--- src/rtl/pc_fetch_seq_if.sv ---
// -----------------------------------------------------------------------------
// pc_fetch_seq_if
//   Instruction-memory fetch handshake between the PC sequencer and memory.
//
//   Signals:
//     imem_req   fetch request (driven by the sequencer)
//     imem_addr  fetch address (driven by the sequencer)
//     imem_ack   memory completes the outstanding request this cycle
//
//   Modports:
//     master  - the fetch sequencer (drives req/addr, receives ack)
//     slave   - the instruction memory (receives req/addr, drives ack)
// -----------------------------------------------------------------------------
interface pc_fetch_seq_if #(
    parameter int WIDTH = 12
);
    logic             imem_req;
    logic [WIDTH-1:0] imem_addr;
    logic             imem_ack;

    modport master (output imem_req, output imem_addr, input imem_ack);
    modport slave  (input imem_req, input imem_addr, output imem_ack);
endinterface

--- src/rtl/pc_fetch_seq.sv ---
// -----------------------------------------------------------------------------
// pc_fetch_seq
//   Program-counter register and instruction-fetch sequencer. Consumes the
//   next-PC mux output (pc_next) and feeds pc_plus4 back to the mux's
//   sequential input. Runs a req/ack handshake with instruction memory and
//   supports stall and squashing of a fetch that was overtaken by a redirect.
//
//   Parameters:
//     WIDTH     PC / address width
//     RESET_PC  PC value loaded on reset
//     STEP      sequential increment used for pc_plus4
//
//   Ports:
//     clk, reset_n   clock; asynchronous active-low reset
//     pc_next        selected next PC from the next-PC mux
//     redirect       pc_next is a non-sequential target this cycle
//     stall          hold off issuing the next fetch request
//     imem           fetch handshake (master side): imem_req/imem_addr/imem_ack
//     fetch_valid    one-cycle pulse: instruction at fetch_pc is valid
//     fetch_pc       address of the instruction flagged by fetch_valid
//     pc             current PC (outstanding or next fetch address)
//     pc_plus4       pc + STEP (wraps), combinational
//     misalign       (PC_ALIGN_CHECK_EN only) pulses one cycle after a
//                    misaligned value was loaded (and forced aligned) into pc
//
//   Configuration macro: PC_ALIGN_CHECK_EN
// -----------------------------------------------------------------------------
module pc_fetch_seq #(
    parameter int WIDTH    = 12,
    parameter int RESET_PC = 0,
    parameter int STEP     = 4
) (
    input  logic               clk,
    input  logic               reset_n,
    input  logic [WIDTH-1:0]   pc_next,
    input  logic               redirect,
    input  logic               stall,
    pc_fetch_seq_if.master     imem,
    output logic               fetch_valid,
    output logic [WIDTH-1:0]   fetch_pc,
    output logic [WIDTH-1:0]   pc,
    output logic [WIDTH-1:0]   pc_plus4
`ifdef PC_ALIGN_CHECK_EN
    ,
    output logic               misalign
`endif
);

    typedef enum logic [1:0] {
        BOOT = 2'd0,
        REQ  = 2'd1,
        HOLD = 2'd2
    } state_t;

    state_t           state;
    logic             req_q;
    logic             pend;      // a redirect arrived while a fetch was outstanding
    logic [WIDTH-1:0] pend_pc;   // newest such redirect target
    logic             load_en;
    logic [WIDTH-1:0] load_val;
    logic [WIDTH-1:0] load_fix;

    // Carry out of the top bit is simply dropped: the PC wraps.
    assign pc_plus4       = pc + WIDTH'(STEP);
    assign imem.imem_addr = pc;
    assign imem.imem_req  = req_q;

    // Decide whether pc is loaded this cycle and with what.
    // NOTE: every signal assigned in always_comb gets a default first so no
    // path leaves it unassigned, which would infer a latch.
    always_comb begin
        load_en  = 1'b0;
        load_val = pc_next;
        unique case (state)
            REQ: begin
                if (imem.imem_ack) begin
                    load_en = 1'b1;
                    // A stored redirect replaces the sequential target, but a
                    // redirect arriving in the ack cycle itself is newer still.
                    if (pend && !redirect) begin
                        load_val = pend_pc;
                    end
                end
            end
            // Nothing outstanding in HOLD, so a redirect takes effect at once.
            HOLD:    load_en = redirect;
            default: load_en = 1'b0;
        endcase
    end

`ifdef PC_ALIGN_CHECK_EN
    logic load_bad;
    assign load_fix = {load_val[WIDTH-1:2], 2'b00};
    assign load_bad = load_en && (load_val[1:0] != 2'b00);
`else
    assign load_fix = load_val;
`endif

    // NOTE: sequential state uses non-blocking assignments only, so every
    // register samples the pre-edge values regardless of statement order.
    always_ff @(posedge clk or negedge reset_n) begin
        if (!reset_n) begin
            state       <= BOOT;
            req_q       <= 1'b0;
            pc          <= WIDTH'(RESET_PC);
            fetch_pc    <= WIDTH'(RESET_PC);
            fetch_valid <= 1'b0;
            pend        <= 1'b0;
            pend_pc     <= '0;
`ifdef PC_ALIGN_CHECK_EN
            misalign    <= 1'b0;
`endif
        end else begin
            fetch_valid <= 1'b0;
            if (load_en) begin
                pc <= load_fix;
            end
`ifdef PC_ALIGN_CHECK_EN
            misalign <= load_bad;
`endif
            unique case (state)
                BOOT: begin
                    // First fetch is issued regardless of stall.
                    state <= REQ;
                    req_q <= 1'b1;
                end
                REQ: begin
                    if (imem.imem_ack) begin
                        // A fetch overtaken by a redirect is squashed silently.
                        if (!pend) begin
                            fetch_valid <= 1'b1;
                            fetch_pc    <= pc;
                        end
                        pend <= 1'b0;
                        if (stall) begin
                            state <= HOLD;
                            req_q <= 1'b0;
                        end
                    end else if (redirect) begin
                        pend    <= 1'b1;
                        pend_pc <= pc_next;
                    end
                end
                HOLD: begin
                    if (!stall) begin
                        state <= REQ;
                        req_q <= 1'b1;
                    end
                end
                default: begin
                    state <= BOOT;
                    req_q <= 1'b0;
                end
            endcase
        end
    end

endmodule

--- src/flat_wrapper.sv ---
// flat-port wrapper written by rule: the top's interface ports become plain ports
module pc_fetch_seq_flat 
#(
    parameter int WIDTH    = 12,
    parameter int RESET_PC = 0,
    parameter int STEP     = 4
)
  (clk, reset_n, pc_next, redirect, stall, fetch_valid, fetch_pc, pc, pc_plus4, imem_imem_req, imem_imem_addr, imem_imem_ack);
  pc_fetch_seq_if #(.WIDTH(WIDTH)) imem_i ();
  input  logic clk;
  input  logic reset_n;
  input  logic [WIDTH-1:0] pc_next;
  input  logic redirect;
  input  logic stall;
  output logic fetch_valid;
  output logic [WIDTH-1:0] fetch_pc;
  output logic [WIDTH-1:0] pc;
  output logic [WIDTH-1:0] pc_plus4;
  output wire logic [$bits(imem_i.imem_req)-1:0] imem_imem_req;
  output wire logic [$bits(imem_i.imem_addr)-1:0] imem_imem_addr;
  input wire logic [$bits(imem_i.imem_ack)-1:0] imem_imem_ack;
  assign imem_imem_req = imem_i.imem_req;
  assign imem_imem_addr = imem_i.imem_addr;
  assign imem_i.imem_ack = imem_imem_ack;
  pc_fetch_seq #(.WIDTH(WIDTH), .RESET_PC(RESET_PC), .STEP(STEP)) u_core (.clk(clk), .reset_n(reset_n), .pc_next(pc_next), .redirect(redirect), .stall(stall), .imem(imem_i), .fetch_valid(fetch_valid), .fetch_pc(fetch_pc), .pc(pc), .pc_plus4(pc_plus4));
endmodule
--- config.mk ---
export PLATFORM = sky130hd
export DESIGN_NAME = pc_fetch_seq_flat
export DESIGN_NICKNAME = d
export VERILOG_FILES = /design/src/rtl/pc_fetch_seq_if.sv /design/src/rtl/pc_fetch_seq.sv /design/src/flat_wrapper.sv
export SDC_FILE = /design/constraint.sdc
export NUM_CORES = 1
export LEC_CHECK = 0
export CORE_MARGIN = 8
export CORE_UTILIZATION = 45
export CTS_BUF_LIST = sky130_fd_sc_hd__clkbuf_8
export DETAILED_ROUTE_END_ITERATION = 8
export PLACE_DENSITY = 0.79
export SLEW_MARGIN = 20
export SYNTH_ARGS = -nofsm -noshare
export SYNTH_HDL_FRONTEND = slang
export SYNTH_SLANG_ARGS = --single-unit
--- constraint.sdc ---
create_clock -name clk -period 4.3 [get_ports clk]
set_clock_uncertainty 0.05 [all_clocks]
set_input_delay 0.43 -clock clk [delete_from_list [all_inputs] [get_ports clk]]
set_output_delay 0.43 -clock clk [all_outputs]
set_load 0.005 [all_outputs]
# ---- Word-level counts from Yosys, hierarchy flattened
# Index checks and enable logic that the tools add are counted.
dict set report word_totals {
  register_bits 41
  latchBits 0
  ram_bits 0
  romBits 0
  input_bits 17
  out_inout_bits 50
  word_cells 41
  memories 0
}
dict set report classes {
  add_sub_neg 1
  n_mul 0
  div_mod_pow 0
  order_cmp 0
  eq_ne 5
  shift 0
  n_mux 18
  n_bitwise 2
  n_reduce_logical 8
}
# op n
set op_table {}
lappend op_table {{12-bit 2-to-1 mux} 3}
lappend op_table {{12-bit by 3-bit adder with 12-bit output (second input constant)} 1}
lappend op_table {{1-bit 2-to-1 mux} 9}
lappend op_table {{3-bit AND reduction} 3}
lappend op_table {{2-bit 2-to-1 mux} 3}
lappend op_table {{2-bit != test (second input constant)} 3}
lappend op_table {{2-bit case mux with 3 select lines} 1}
lappend op_table {{1-bit case mux with 3 select lines} 1}
lappend op_table {{2-bit by 1-bit == test with 1-bit output (second input constant)} 1}
lappend op_table {{2-bit == test (second input constant)} 1}
lappend op_table {{2-bit zero test} 1}
lappend op_table {{1-bit inverter} 2}
lappend op_table {{1-bit case mux with 2 select lines} 1}
lappend op_table {{2-bit AND reduction} 1}
lappend op_table {{2-bit nonzero test} 1}
lappend op_table {{1-bit logical AND} 1}
lappend op_table {{1-bit zero test} 1}

# ---- Longest topological paths before layout
# Gate-level depths: netlist of run 1.
dict set report depth {
  word_depth 5
  depth_mapped 7
  ltp_nobuf 5
}

# ---- Least setup slack after synthesis of run 1
# OpenSTA, ideal clock, no wires.
dict set report synth_timing {
  path_kind {reg2reg}
  from {reg u_core.state[1]}
  to {reg u_core.pc[0] (netlist: u_core.imem.imem_addr[0])}
  setup_ns 0.125
  t_arrival_ns 1.557
  t_required_ns 4.125
  setup_slack_ns 2.568
  stages_incl_launch_ff 7
  n_path_buf 1
  period_less_slack_ns 1.732
  cell_sequence {dfrtp_1 > inv_1 > ha_1 > nand4b_2 > buf_6 > mux2_4 > mux2_4}
}
dict set report synth_between {
  elab_chain_len 2
  elab_cells_between_ends 4
  cone_classes {eq/ne: 2; mux: 2}
}
# element line
set synth_lines {}
lappend synth_lines {{from (decl)} pc_fetch_seq.sv:55} ;# state_t state;
lappend synth_lines {{from (signal assigned)} pc_fetch_seq.sv:103} ;# state <= BOOT;
lappend synth_lines {{from (signal assigned)} pc_fetch_seq.sv:124} ;# state <= REQ;
lappend synth_lines {{from (signal assigned)} pc_fetch_seq.sv:136} ;# state <= HOLD;
lappend synth_lines {{2-bit == test or 2-bit by 1-bit == test with 1-bit output (tied branches)} pc_fetch_seq.sv:74} ;# unique case (state)
lappend synth_lines {{1-bit case mux with 2 select lines or 12-bit 2-to-1 mux (tied branches)} pc_fetch_seq.sv:74}
lappend synth_lines {{to (signal assigned)} pc_fetch_seq.sv:105} ;# pc <= WIDTH'(RESET_PC);
lappend synth_lines {{to (signal assigned)} pc_fetch_seq.sv:116} ;# pc <= load_fix;
lappend synth_lines {{to (decl)} pc_fetch_seq.sv:41} ;# output logic [WIDTH-1:0] pc,
# Several ways; a longest one is shown, not always the timed one.
# A chain may end at the register's enable or synchronous reset.

# ---- Worst setup path after layout of run 1
dict set report layout_timing {
  from {reg u_core.pc[4] (netlist: u_core.imem.imem_addr[4])}
  to {out pc_plus4[9]}
}
dict set report layout_between {
  elab_chain_len 1
}
# element line
set layout_lines {}
lappend layout_lines {{12-bit by 3-bit adder with 12-bit output} pc_fetch_seq.sv:64} ;# assign pc_plus4 = pc + WIDTH'(STEP);
lappend layout_lines {{to (decl)} flat_wrapper.sv:18} ;# output logic [WIDTH-1:0] pc_plus4;
# Every way passes these cells.

==> results of run 1 <==
report_power, final:
part | leakage (nW) | internal (mW) | switching, mW
sequential | 0.479 | 0.567 | 0.190
clock | 0.0593 | 0.170 | 0.123
combinational | 0.745 | 0.769 | 0.330
cell usage in the layout, fill, tap and decap left out:
master	count
a21boi_0	1
a21boi_1	1
a21oi_1	3
and3_1	3
buf_2	1
buf_4	1
bufinv_16	1
clkbuf_8	5
clkdlybuf4s50_1	65
clkinv_2	1
dfrtp_1	40
ha_1	5
inv_1	5
mux2_2	20
mux2_4	27
mux2i_1	2
nand2_1	4
nand3_1	4
nand3b_1	1
nand4_1	1
nand4b_2	1
nor2_1	1
nor3_1	2
o32a_1	1
or2_1	1
xnor2_1	3
xor2_1	5
per-layer routing:
layer  GRT usage (%)  part of all wire, %  vias up
li1                -                    -      618
met1            13.5                   41      638
met2            21.4                   49       40
met3            4.69                  7.6        5
met4            7.06                  1.8        0
met5               0                    0        -
per-stage QoR:
stage / utilization [%] / setup slack, ns / hold slack (ns) / power [mW] / instance area, sq um
5_1_grt: 62.9 / 1.74 / 0.273 / 2.31 / 2780
4_1_cts: 62.9 / 1.84 / 0.226 / 2.18 / 2780
2_1_floorplan: - / 2.57 / 0.0844 / 1.33 / 2090
3_5_place_dp: 60.5 / 1.94 / 0.444 / 1.89 / 2670
6_report: 62.9 / 1.85 / 0.203 / 2.15 / 2780
3_3_place_gp: 60.5 / 2.00 / 0.435 / 1.85 / 2670
area by class of cell:
type                       count  area share, %
timing repair buffer          67           23.9
multi-input combinational     86           33.3
inverter                       4          0.541
tap                           52           2.34
sequential                    40           36.0
clock inverter                 3           1.40
clock buffer                   5           2.48
logic make-up after synthesis:
group / after synthesis
mux: 49
xor+xnor: 8
fa+ha+maj: 5
flops: 40
simple gates: 18
buf+inv: 23
compound gates: 6
sequential cells by signal (all words and copies together) (netlist names):
| name | flops |
|---|---|
| u_core.fetch_pc | 12 |
| u_core.imem.imem_addr | 12 |
| u_core.pend_pc | 12 |
| u_core.state | 2 |
| u_core.fetch_valid | 1 |
| u_core.pend | 1 |
cell usage after synthesis, types with 2 or more instances:
cell,instances
buf_4,15
ha_1,5
mux2i_1,2
a21oi_1,3
dfrtp_1,40
and3_1,3
buf_6,2
mux2_4,27
xnor2_1,3
nand3_1,4
buf_2,2
inv_1,4
mux2_2,20
xor2_1,5
nor3_1,2
nand2_1,4
final timing paths:
path                                     startpoint  depth (start not counted)  slack, ns                        to
max                        u_core.imem.imem_addr[4]                          4       1.85               pc_plus4[9]
min                                         reset_n                          1       0.20           u_core.state[1]
max reg2reg                         u_core.state[1]                          5       2.15  u_core.imem.imem_addr[8]
min reg2reg                       u_core.pend_pc[5]                          1       0.45         u_core.pend_pc[5]
max in group asynchronous                   reset_n                          1       3.45         u_core.pend_pc[7]
min in group clk                  u_core.pend_pc[5]                          1       0.45         u_core.pend_pc[5]
==> reports/qor.yml, run 1 <==
cp_num_buf_inv: 1
wl_per_cell_um: 16.6
syn_area_per_cell_sq_um: 14.0
h-tree-depth: 2
peakVddDrop_mv: 0.330
fin_cells: 257
hpwl_mm: 3.36
final.min_clock_period_ns: 2.45
end_kind: "output pin"
cts.path.max_buffers: 2
ys.warnings.count: 0
numClockSinks: 40
netlist_area_sq_um: 2090
vias: 1301
synth_seq_cells: 40
wirelength_mm: 4.26
final.period_utilization_pct: 56.9
clock_latency_ns: 0.29
drc: 0
synth-xor-area-share_pct: 3.36
clk_pin_slew_ns: 0.08
critPathArrivalTime_ns: 1.97
grt_first_pass_wirelength_mm: 7.39
finalHoldViolCount: 0
core_area_sq_um: 4410
grt_start_max_net_pins: 41
pin_count: 67
via_per_inst: 5.06
start_util_pct: 47.3
seq_area_sq_um: 1000
port_buffers: 66
grt.overflow.total: 0
place.gp.congestion: 0.749
synthSimpleGateAreaFrac_pct: 4.92
async_flop_share_pct: 100
synth_fa_ha_area_share_pct: 3.00
synth_top_area_cell: "dfrtp_1"
synth_cell_types: 24
synth_nets: 171
place_inst: 249
ys_seq_area_share_pct: 48.0
syn2layout_area_growth_pct: 33.1
yosysTopAreaCellShare_pct: 48.0
cap_violations: 0
synth_ff_type: "dfrtp_1"
finalSetupTns_ns: 0
n_antenna_cell: 0
rsz0062_at_grt: "false"
final_max_slew_viol_count: 0
rows: 24
cp_top_family: "buffers and inverters"
nets: 226
multi_input_area_sq_um: 926
cpPeakStageDelay_ns: 0.52
netlist_instances: 149
drt_iter0_markers: 61
cts-root-buf: "clkbuf_8"
synth_compound_area_share_pct: 1.92
crit_path_start_kind: "register"
cts.repair.resized: 0
cp.required_ns: 3.82
power_density_nw_per_um2: 774
synth_edf_count: 0
synth_area_leaders: "dfrtp_1 (48%), mux2_4 (19%), mux2_2 (11%), buf_4 (5.4%), ha_1 (3.0%)"
yosys-mux-area-fraction_pct: 31.2
critPathKind: "reg2out"
die_area_sq_um: 7070
drive_above_1_share_pct: 27.8
ctsHoldBuffers: 0
die_h_um: 84.1
p_leak_nw: 1.28
hp-class: "in2async"
synth_top_family_by_area: "multiplexers"
die_x_um: 84.1
post_cts_buffers: 0
cts_made_buffers: 5
antenna_found_initial: 0
firstDrtPassIters: 3
cp_cell_sequence: "nand3_1 -> nor3_1 -> xor2_1 -> clkdlybuf4s50_1"
slew_headroom_pct: 42.4
tightest_slew_ns: 0.863
grt_pass1_vias: 1460
cts_tree: "built"
cp_slowest_cell: "clkdlybuf4s50_1"
cp_max_fo: 9
fmax_mhz: 408
fillers: 337
final_antenna_net_count: 0
outcome: "complete, no violations"
setup_violations: 0
grt_use_total_pct: 12.8
No activity file was read; power rests on OpenSTA's default activity.
==> inputs of run 2 (changes only) <==
--- a/config.mk
+++ b/config.mk
@@ -6,7 +6,7 @@
 export NUM_CORES = 1
 export LEC_CHECK = 0
 export CORE_MARGIN = 8
-export CORE_UTILIZATION = 45
+export CORE_UTILIZATION = 43
 export CTS_BUF_LIST = sky130_fd_sc_hd__clkbuf_8
 export DETAILED_ROUTE_END_ITERATION = 8
 export PLACE_DENSITY = 0.79
==> constraint.sdc (replaced) <==
create_clock -name clk -period 2.23 [get_ports clk]
set_clock_uncertainty 0.05 [all_clocks]
set_input_delay 0.223 -clock clk [delete_from_list [all_inputs] [get_ports clk]]
set_output_delay 0.223 -clock clk [all_outputs]
set_load 0.005 [all_outputs]
==> run 2 against run 1 <==
The run now ends with hold timing left. Critical path depth did not move. Hold slack got worse by 0.21 ns. Critical endpoint is now pc_plus4[10]. Register-to-register slack got worse by 1.9 ns. Routed wire length rose by 3.0%. Die area rose by 3.8%. First-iteration DRC count rose by 52%. Sequential share of layout area fell by 0.40 points. Clock power rose by 97%. Cell count rose by 1.9%. Worst setup slack got worse by 1.7 ns. Cell area rose by 1.6%.
==> reports/qor.yml, run 2 (synthesis results as in run 1) <==
outcome: "finished with violations"
violations: "hold timing"
peakVddDrop_mv: 0.480  # +45%
n_antenna_cell: 0  # unchanged
pin_count: 67  # unchanged
rows: 25  # +4.2%
p_leak_nw: 1.29  # +0.90%
syn2layout_area_growth_pct: 35.3
port_buffers: 66  # unchanged
final.min_clock_period_ns: 2.12
intPower_mw: 2.95  # +96%
grt_pass1_vias: 1428  # -2.2%
layout_common_cells: "clkdlybuf4s50_1 (65), dfrtp_1 (36), mux2_4 (27)"
final.period_utilization_pct: 95.2
clk_pin_slew_ns: 0.08  # about the same
post_cts_buffers: 0  # unchanged
cts-root-buf: "clkbuf_8"
die_area_sq_um: 7340  # +3.8%
core_area_sq_um: 4690  # +6.3%
grt_start_max_net_pins: 41  # unchanged
critPathKind: "reg2out"
pre_cts_slack_ns: 0.0851  # -1.86 ns
final_util_pct: 60.2  # -2.8 points
timing.hold.ws_ns: -0.00747  # -0.210 ns
wirelength_mm: 4.39  # +3.0%
hp-class: "in2async"
fillers: 380  # +13%
cp.required_ns: 1.96  # -1.86 ns
grt_use_total_pct: 12.5  # -0.24 points
fmax_mhz: 471
finalHoldViolCount: 9  # +9
switchingPower_mw: 1.28  # +100%
fin_ws_ns: 0.108  # -1.74 ns
crit_path_start_kind: "register"
power_density_nw_per_um2: 1500  # +94%
hpwl_mm: 3.33  # -0.98%
wl_per_cell_um: 16.7  # +0.99%
vias: 1318  # +1.3%
critPathArrivalTime_ns: 1.85  # -0.12 ns
start_util_pct: 44.5  # -2.8 points
final_antenna_net_count: 0  # unchanged
cp_max_fo: 7  # -2
cts_made_buffers: 5  # unchanged
slew_headroom_pct: 41.8  # -0.66 points
power_frac_clock_pct: 13.6  # about the same
finalSetupTns_ns: 0  # unchanged
antenna_found_initial: 0  # unchanged
cts_tree: "built"
final_common_cell: "clkdlybuf4s50_1"
power_frac_comb_pct: 51.9  # +0.8 points
numClockSinks: 40  # unchanged
drc: 0  # unchanged
tightest_slew_ns: 0.873  # +0.00990 ns
drive_above_1_share_pct: 31.7  # +3.9 points
cts.path.max_buffers: 2  # unchanged
h-tree-depth: 2  # unchanged
via_per_inst: 5.03  # -0.63%
clock_latency_ns: 0.29  # about the same
end_kind: "output pin"
rsz0062_at_grt: "false"
p_sw_share_pct: 30.3  # +0.39 points
p_seq_share_pct: 34.5  # -0.7 points
setup_violations: 0  # unchanged
grt_first_pass_wirelength_mm: 7.36  # -0.37%
nets: 229  # +1.3%
drt_iter0_markers: 93  # +52%
place.gp.congestion: 0.759  # +1.3%
die_h_um: 85.7  # +1.9%
grt.overflow.total: 0  # unchanged
firstDrtPassIters: 4  # +1
cap_violations: 0  # unchanged
die_x_um: 85.7  # +1.9%
final_max_slew_viol_count: 0  # unchanged
==> run 2: worst paths after layout <==
kind                                               start                        to  slack, ns  cells past startpoint
worst max register to register           u_core.state[1]        u_core.fetch_pc[1]       0.24                      5
min in group clk                       u_core.pend_pc[6]         u_core.pend_pc[6]       0.46                      1
worst min register to register         u_core.pend_pc[6]         u_core.pend_pc[6]       0.46                      1
worst max-delay path            u_core.imem.imem_addr[2]              pc_plus4[10]       0.11                      4
max in group asynchronous                        reset_n  u_core.imem.imem_addr[8]       1.52                      1
worst min-delay path                             reset_n       u_core.fetch_pc[10]     -0.007                      1
==> run 2: what timing repair did <==
item	in CTS	in global routing
hold buffers	0	0
resized for setup	1	5
endpoints found under the setup margin	1	14
hold endpoints to repair	0	0
gates cloned	0	0
==> run 2: power groups by stage <==
stage                     combinational, mW  clock, mW  sequential [mW]
after floorplan                        1.16          0             1.41
after global placement                 2.16          0             1.44
after detailed placement               2.20          0             1.47
after CTS                              2.22      0.590             1.46
after global routing                   2.37      0.622             1.53
final                                  2.20      0.577             1.46
==> run 2: cell type report <==
type,count,area (sq um),share of cell area (%)
Sequential cell,40,1010,35.6
Multi-Input combinational cell,86,937,33.2
Timing Repair Buffer,70,686,24.3
Clock buffer,5,68.8,2.44
Tap cell,54,67.6,2.39
Clock inverter,3,42.5,1.51
Inverter,4,15.0,0.532
==> run 2: per-layer routing <==
layer / global-route usage (%) / routed length [um] / vias to the layer above
li1: - / - / 621
met1: 14.2 / 1890 / 648
met2: 21.2 / 2120 / 45
met3: 3.72 / 316 / 4
met4: 5.73 / 61 / 0
met5: 0 / 0 / -
==> run 2: through the flow <==
step	instances	power (mW)	cell area [sq um]
after floorplan	149	2.57	2090
after global placement	254	3.60	2700
after detailed placement	254	3.67	2700
after CTS	262	4.27	2810
after global routing	262	4.52	2820
final	262	4.24	2820
==> run 2: worst max-delay path, stage by stage (launching register included) <==
cell	delay, ns
dfrtp_2	0.45
ha_2	0.24
and3_1	0.17
xor2_1	0.16
clkdlybuf4s50_1	0.54
